File: src/rtl/prime_sieve_stream_if.sv
// Stream interface for prime_sieve_stream: run control plus the prime output handshake.
// master is the sieve side, slave is the consumer/controller side.
interface prime_sieve_stream_if #(
    parameter int W  = 9,
    parameter int CW = 9
) ();
    logic          start;
    logic          busy;
    logic          done;
    logic          prime_valid;
    logic          prime_ready;
    logic [W-1:0]  prime_data;
    logic [CW-1:0] prime_count;

    modport master (
        input  start,
        input  prime_ready,
        output busy,
        output done,
        output prime_valid,
        output prime_data,
        output prime_count
    );

    modport slave (
        output start,
        output prime_ready,
        input  busy,
        input  done,
        input  prime_valid,
        input  prime_data,
        input  prime_count
    );
endinterface

File: src/rtl/prime_sieve_stream.sv
// Sieve of Eratosthenes over 0..LIMIT-1 with a valid/ready stream of the primes found.
// One bitmap operation per cycle: find next base, mark its multiples, then scan and emit.
module prime_sieve_stream #(
    parameter int LIMIT = 256,
    parameter int W     = 9,
    parameter int CW    = 9
) (
    input  logic                 clk,
    input  logic                 rst_n,
    prime_sieve_stream_if.master bus
);
    localparam int              IW      = (LIMIT > 1) ? $clog2(LIMIT) : 1;
    localparam logic [W:0]      LIM_IDX = (W+1)'(LIMIT);
    localparam logic [2*W-1:0]  LIM_PP  = (2*W)'(LIMIT);
    localparam logic [LIMIT-1:0] BM_INIT = {{(LIMIT-2){1'b1}}, 2'b00};

    typedef enum logic [2:0] {
        S_IDLE,
        S_INIT,
        S_FIND,
        S_MARK,
        S_EMIT,
        S_DONE
    } state_t;

    state_t           r_state;
    state_t           w_state_next;
    logic [LIMIT-1:0] r_bitmap;
    logic [W-1:0]     r_p;
    logic [W:0]       r_m;
    logic [W:0]       r_idx;
    logic [CW-1:0]    r_count;
    logic             r_busy;
    logic             r_done;

    logic [2*W-1:0]   w_pp;
    logic             w_p_bit;
    logic             w_idx_bit;
    logic             w_idx_end;
    logic             w_m_in;
    logic             w_valid;

    // Full-width square and a W+1 bit multiple keep both comparisons free of wrap-around.
    assign w_pp      = {{W{1'b0}}, r_p} * {{W{1'b0}}, r_p};
    assign w_p_bit   = r_bitmap[r_p[IW-1:0]];
    assign w_idx_end = (r_idx >= LIM_IDX);
    assign w_idx_bit = r_bitmap[r_idx[IW-1:0]];
    assign w_m_in    = (r_m < LIM_IDX);

    always_ff @(posedge clk or negedge rst_n) begin
        if (!rst_n) begin
            r_state <= S_IDLE;
        end else begin
            r_state <= w_state_next;
        end
    end

    always_comb begin
        w_state_next = r_state;
        w_valid      = 1'b0;
        case (r_state)
            S_IDLE, S_DONE: begin
                if (bus.start) begin
                    w_state_next = S_INIT;
                end
            end
            S_INIT: begin
                w_state_next = S_FIND;
            end
            S_FIND: begin
                if (w_pp >= LIM_PP) begin
                    w_state_next = S_EMIT;
                end else if (w_p_bit) begin
                    w_state_next = S_MARK;
                end
            end
            S_MARK: begin
                if (!w_m_in) begin
                    w_state_next = S_FIND;
                end
            end
            S_EMIT: begin
                if (w_idx_end) begin
                    w_state_next = S_DONE;
                end else begin
                    w_valid = w_idx_bit;
                end
            end
            default: begin
                w_state_next = S_IDLE;
            end
        endcase
    end

    always_ff @(posedge clk or negedge rst_n) begin
        if (!rst_n) begin
            r_bitmap <= '1;
            r_p      <= W'(2);
            r_m      <= '0;
            r_idx    <= '0;
            r_count  <= '0;
            r_busy   <= 1'b0;
            r_done   <= 1'b0;
        end else begin
            r_busy <= (w_state_next inside {S_INIT, S_FIND, S_MARK, S_EMIT});
            r_done <= (w_state_next == S_DONE);
            case (r_state)
                S_INIT: begin
                    r_bitmap <= BM_INIT;
                    r_p      <= W'(2);
                    r_count  <= '0;
                end
                S_FIND: begin
                    if (w_pp >= LIM_PP) begin
                        r_idx <= (W+1)'(2);
                    end else if (w_p_bit) begin
                        r_m <= w_pp[W:0];
                    end else begin
                        r_p <= r_p + W'(1);
                    end
                end
                S_MARK: begin
                    if (w_m_in) begin
                        r_bitmap[r_m[IW-1:0]] <= 1'b0;
                        r_m <= r_m + {1'b0, r_p};
                    end else begin
                        r_p <= r_p + W'(1);
                    end
                end
                S_EMIT: begin
                    // Composites are skipped silently; a prime waits here until accepted.
                    if (!w_idx_end) begin
                        if (!w_idx_bit) begin
                            r_idx <= r_idx + (W+1)'(1);
                        end else if (bus.prime_ready) begin
                            r_idx   <= r_idx + (W+1)'(1);
                            r_count <= r_count + CW'(1);
                        end
                    end
                end
                default: begin
                end
            endcase
        end
    end

    assign bus.busy        = r_busy;
    assign bus.done        = r_done;
    assign bus.prime_valid = w_valid;
    assign bus.prime_data  = r_idx[W-1:0];
    assign bus.prime_count = r_count;
endmodule

File: src/flat_wrapper.sv
// flat-port wrapper written by rule: the top's interface ports become plain ports
module prime_sieve_stream_flat 
#(
    parameter int LIMIT = 256,
    parameter int W     = 9,
    parameter int CW    = 9
)
  (clk, rst_n, bus_start, bus_prime_ready, bus_busy, bus_done, bus_prime_valid, bus_prime_data, bus_prime_count);
  prime_sieve_stream_if #(.W(W), .CW(CW)) bus_i ();
  input  logic clk;
  input  logic rst_n;
  input wire logic [$bits(bus_i.start)-1:0] bus_start;
  input wire logic [$bits(bus_i.prime_ready)-1:0] bus_prime_ready;
  output wire logic [$bits(bus_i.busy)-1:0] bus_busy;
  output wire logic [$bits(bus_i.done)-1:0] bus_done;
  output wire logic [$bits(bus_i.prime_valid)-1:0] bus_prime_valid;
  output wire logic [$bits(bus_i.prime_data)-1:0] bus_prime_data;
  output wire logic [$bits(bus_i.prime_count)-1:0] bus_prime_count;
  assign bus_i.start = bus_start;
  assign bus_i.prime_ready = bus_prime_ready;
  assign bus_busy = bus_i.busy;
  assign bus_done = bus_i.done;
  assign bus_prime_valid = bus_i.prime_valid;
  assign bus_prime_data = bus_i.prime_data;
  assign bus_prime_count = bus_i.prime_count;
  prime_sieve_stream #(.LIMIT(LIMIT), .W(W), .CW(CW)) u_core (.clk(clk), .rst_n(rst_n), .bus(bus_i));
endmodule
File: config.mk
export PLATFORM = sky130hd
export DESIGN_NAME = prime_sieve_stream_flat
export DESIGN_NICKNAME = d
export VERILOG_FILES = /design/src/rtl/prime_sieve_stream_if.sv /design/src/rtl/prime_sieve_stream.sv /design/src/flat_wrapper.sv
export SDC_FILE = /design/constraint.sdc
export NUM_CORES = 1
export LEC_CHECK = 0
export ABC_AREA = 1
export ABC_CLOCK_PERIOD_IN_PS = 6840
export CORE_ASPECT_RATIO = 0.5
export CORE_MARGIN = 3
export CORE_UTILIZATION = 55
export CTS_CLUSTER_SIZE = 16
export DETAILED_ROUTE_END_ITERATION = 8
export DONT_BUFFER_PORTS = 1
export HOLD_SLACK_MARGIN = 0.08
export PLACE_DENSITY = 0.75
export SYNTH_ARGS = -nofsm -noshare
export SYNTH_HDL_FRONTEND = slang
export SYNTH_SLANG_ARGS = --single-unit
export TNS_END_PERCENT = 5
File: constraint.sdc
create_clock -name clk -period 6.84 [get_ports clk]
set_input_delay 0.342 -clock clk [delete_from_list [all_inputs] [get_ports clk]]
set_output_delay 0.342 -clock clk [all_outputs]
set_load 0.005 [all_outputs]
==> results.md <==
- # port buffers: 0
- Worst Reg-to-Reg Cells: 29
- PnR worst setup slack: 1152 ps
- CP Data Required Time: 7310 ps
- Final Hold Fails: 137
- Crit Path Max Fanout: 25
- Type of the most critical hold path: primary input to asynchronous set/reset pin
- Max H-tree Level: 1
- CP max stage delay: 560 ps
- LEAKAGE: 10.62 nW
- Die area: 0.03968 mm2
- Yosys top cell area share: 0.3302
- # rows: 49
- Critical Path Sink: u_core.r_idx[1]
- Die W: 278.7 um
- Synth warn: 0
- Cell variety after synth: 41
- CP startpoint: u_core.r_p[1]
- Worst-Skew Late Latency: 600 ps
- Max-Cap Viols: 0
- Vias/cell: 5.818
- Crit path top cell by count: nand2_1
- Root Driver: clkbuf_16
- Area contributors post-synth: dfstp_2 33%, nand2_1 18%, o21ai_0 7.9%
- Routability cong.: 0.9622
- First-pass GRT wire length: 98710 um
- Share of layout cells above drive strength 1: 0.1313
- Nets@finish: 2874
- Tcrit/Tclk final: 0.8316
- Slowest CP cell: dfstp_2
- Iter 0 DRT Violations: 2610
- RSZ-0062 raised after global routing: false
- Num CTS Buffers: 29
- Maximum clock insertion buffer count: 3
- Die Y: 142.4 um
- TritonRoute pass-1 iters: 6
- WL final: 61730 um
- Reg2reg end: u_core.r_idx[1]
- Routed length per placed instance: 18.74 um
- Clk slew on worst S/H paths: 70 ps
- CP Data Arrival Time: 6160 ps
- Post-synthesis cell area: 0.02045 mm2
- Vias in the first global route: 18020
- Post-synth top area cell: dfstp_2
- Synth Register Bits: 299
- Post-Syn Instances: 2918
- Largest net degree at the start of global routing: 300
- GRT Util Overall: 0.3134
- Max VDD drop: 0.2029 mV
- Initial antenna violation count: 0
- Pins over their slew limit: 0
- Worst R2R Setup Slack: 1150 ps
- Starting density of the core: 0.5635
- RR Startpoint: u_core.r_p[1]
- Worst Tran Pin Value: 1099 ps
- Area growth syn-to-layout: 4.148%
- Final setup fails: 0
- CP Launch Type: flop
- Antenna diode count: 0
- Grt ovf: 0
- F_max: 175.8 MHz
- Power density cells: 165.6 mW/mm2
- Mapped Avg Cell Area: 7.009 um2
- Min Tclk post-route: 5688 ps
- Setup_tns: 0 ps
- Crit path kind: flop to flop
- Status: finished with violations
- Register area share after synthesis: 0.3816
- CTS Sinks: 299
- CP endpoint kind: flop
- Detailed placer's ending HPWL: 38560 um
- Clock Skew: 21.10 ps
- I/O Pins: 25
- TritonCTS clock tree: yes
- Residual DRC: 0
- Post-Syn Nets: 3005
- Hold buffer count at cts: 1
- WHS: -525.2 ps
- Failing checks: negative hold slack
- Antenna viol nets, final: 0
- Via count: 19170
- Worst rel slew slack: 0.2655
- Core area: 0.03629 mm2
- Pre-CTS WS: 1298 ps
## power breakdown
group	internal (mW)	leakage (nW)	switching, mW
sequential	1.78	3.24	0
combinational	0.000432	6.87	0.000320
clock	1.02	0.510	0.729
total	2.80	10.6	0.730
## Yosys cell counts, drive strengths merged
master	n
a31o	1
o31ai	2
nand3	246
and2	1
o21ai	370
or2	3
o21a	2
xor2	26
nand2	963
nor2	169
fa	35
a21boi	1
nand3b	6
clkbuf	80
buf	102
o211ai	55
nand4	15
inv	364
a21oi	90
dfrtp	42
dfstp	257
ha	48
xnor2	11
nor3	25
clkinv	3
a311oi	1
## critical path: cells and delay by family (launching register included)
kind | cells | cell delay (ps)
AOI/OAI and AO/OA | 2 | 250
adders and majority gates | 4 | 1850
buffers and inverters | 8 | 1040
and+or+nand+nor | 15 | 1830
DFF | 1 | 560
## metal layers
metal | track usage | routed length, um | up-vias
li1 | - | - | 8953
met1 | 0.4581 | 26760 | 9026
met2 | 0.4655 | 25760 | 1029
met3 | 0.05983 | 6959 | 157
met4 | 0.1148 | 2247 | 0
met5 | 0 | 0 | -
## kinds of logic after synthesis
| family | Yosys count | share of synthesized area |
|---|---|---|
| simple gates | 1428 | 0.2870 |
| buf+inv | 549 | 0.1147 |
| compound gates | 522 | 0.1373 |
| flops | 299 | 0.3816 |
| fa+ha+maj | 83 | 0.06362 |
| xor+xnor | 37 | 0.01584 |
## stage by stage
stage	hold slack (ps)	area [um2]	util	power [mW]	cells
after floorplan	46.41	20450	-	1.803	2918
after global placement	67.98	20260	0.5582	1.803	3239
after detailed placement	66.83	20260	0.5582	1.803	3239
after CTS	-545.7	21300	0.5869	3.542	3294
after global routing	-539.8	21300	0.5869	3.619	3294
final	-525.2	21300	0.5869	3.526	3294
## cell usage in the layout, fill, tap and decap left out, types with 39 or more instances in the layout
| cell type | count |
|---|---|
| ha_1 | 48 |
| nor2_1 | 164 |
| dfrtp_1 | 39 |
| nand3_1 | 240 |
| nand2_1 | 957 |
| o211ai_1 | 55 |
| o21ai_0 | 323 |
| a21oi_1 | 90 |
| dfstp_2 | 257 |
| inv_1 | 352 |
## registers in the layout, summed over array words and instances, names as in the netlist
name and cells:
u_core.r_bitmap 256, u_core.r_idx 10, u_core.r_m 10, u_core.bus.prime_count 9, u_core.r_p 9, u_core.r_state 3, u_core.bus.busy 1, u_core.bus.done 1
## worst min-delay path by stage
stage,start,cells past startpoint,end,slack (ps)
floorplan,rst_n,0,u_core.bus.busy,50
global placement,rst_n,0,u_core.bus.done,70
detailed placement,rst_n,0,u_core.bus.done,70
CTS,rst_n,0,u_core.bus.done,-550
global route,rst_n,0,u_core.r_p[6],-540
finish,rst_n,0,u_core.bus.done,-530
## layout make-up
cell class,instances,area [um2]
clock inverter,8,130.1
multi-input combinational,2070,10320
sequential,299,7815
tap,484,605.6
clock buffer,46,902.1
timing repair buffer,20,152.6
fill,3414,14990
inverter,367,1378
## timing repair
item,in CTS,in global routing
endpoints found under the hold margin,301,299
buffers inserted,0,0
endpoints found under the setup margin,0,0
resized for setup,0,0
No activity file was read; power rests on OpenSTA's default activity.
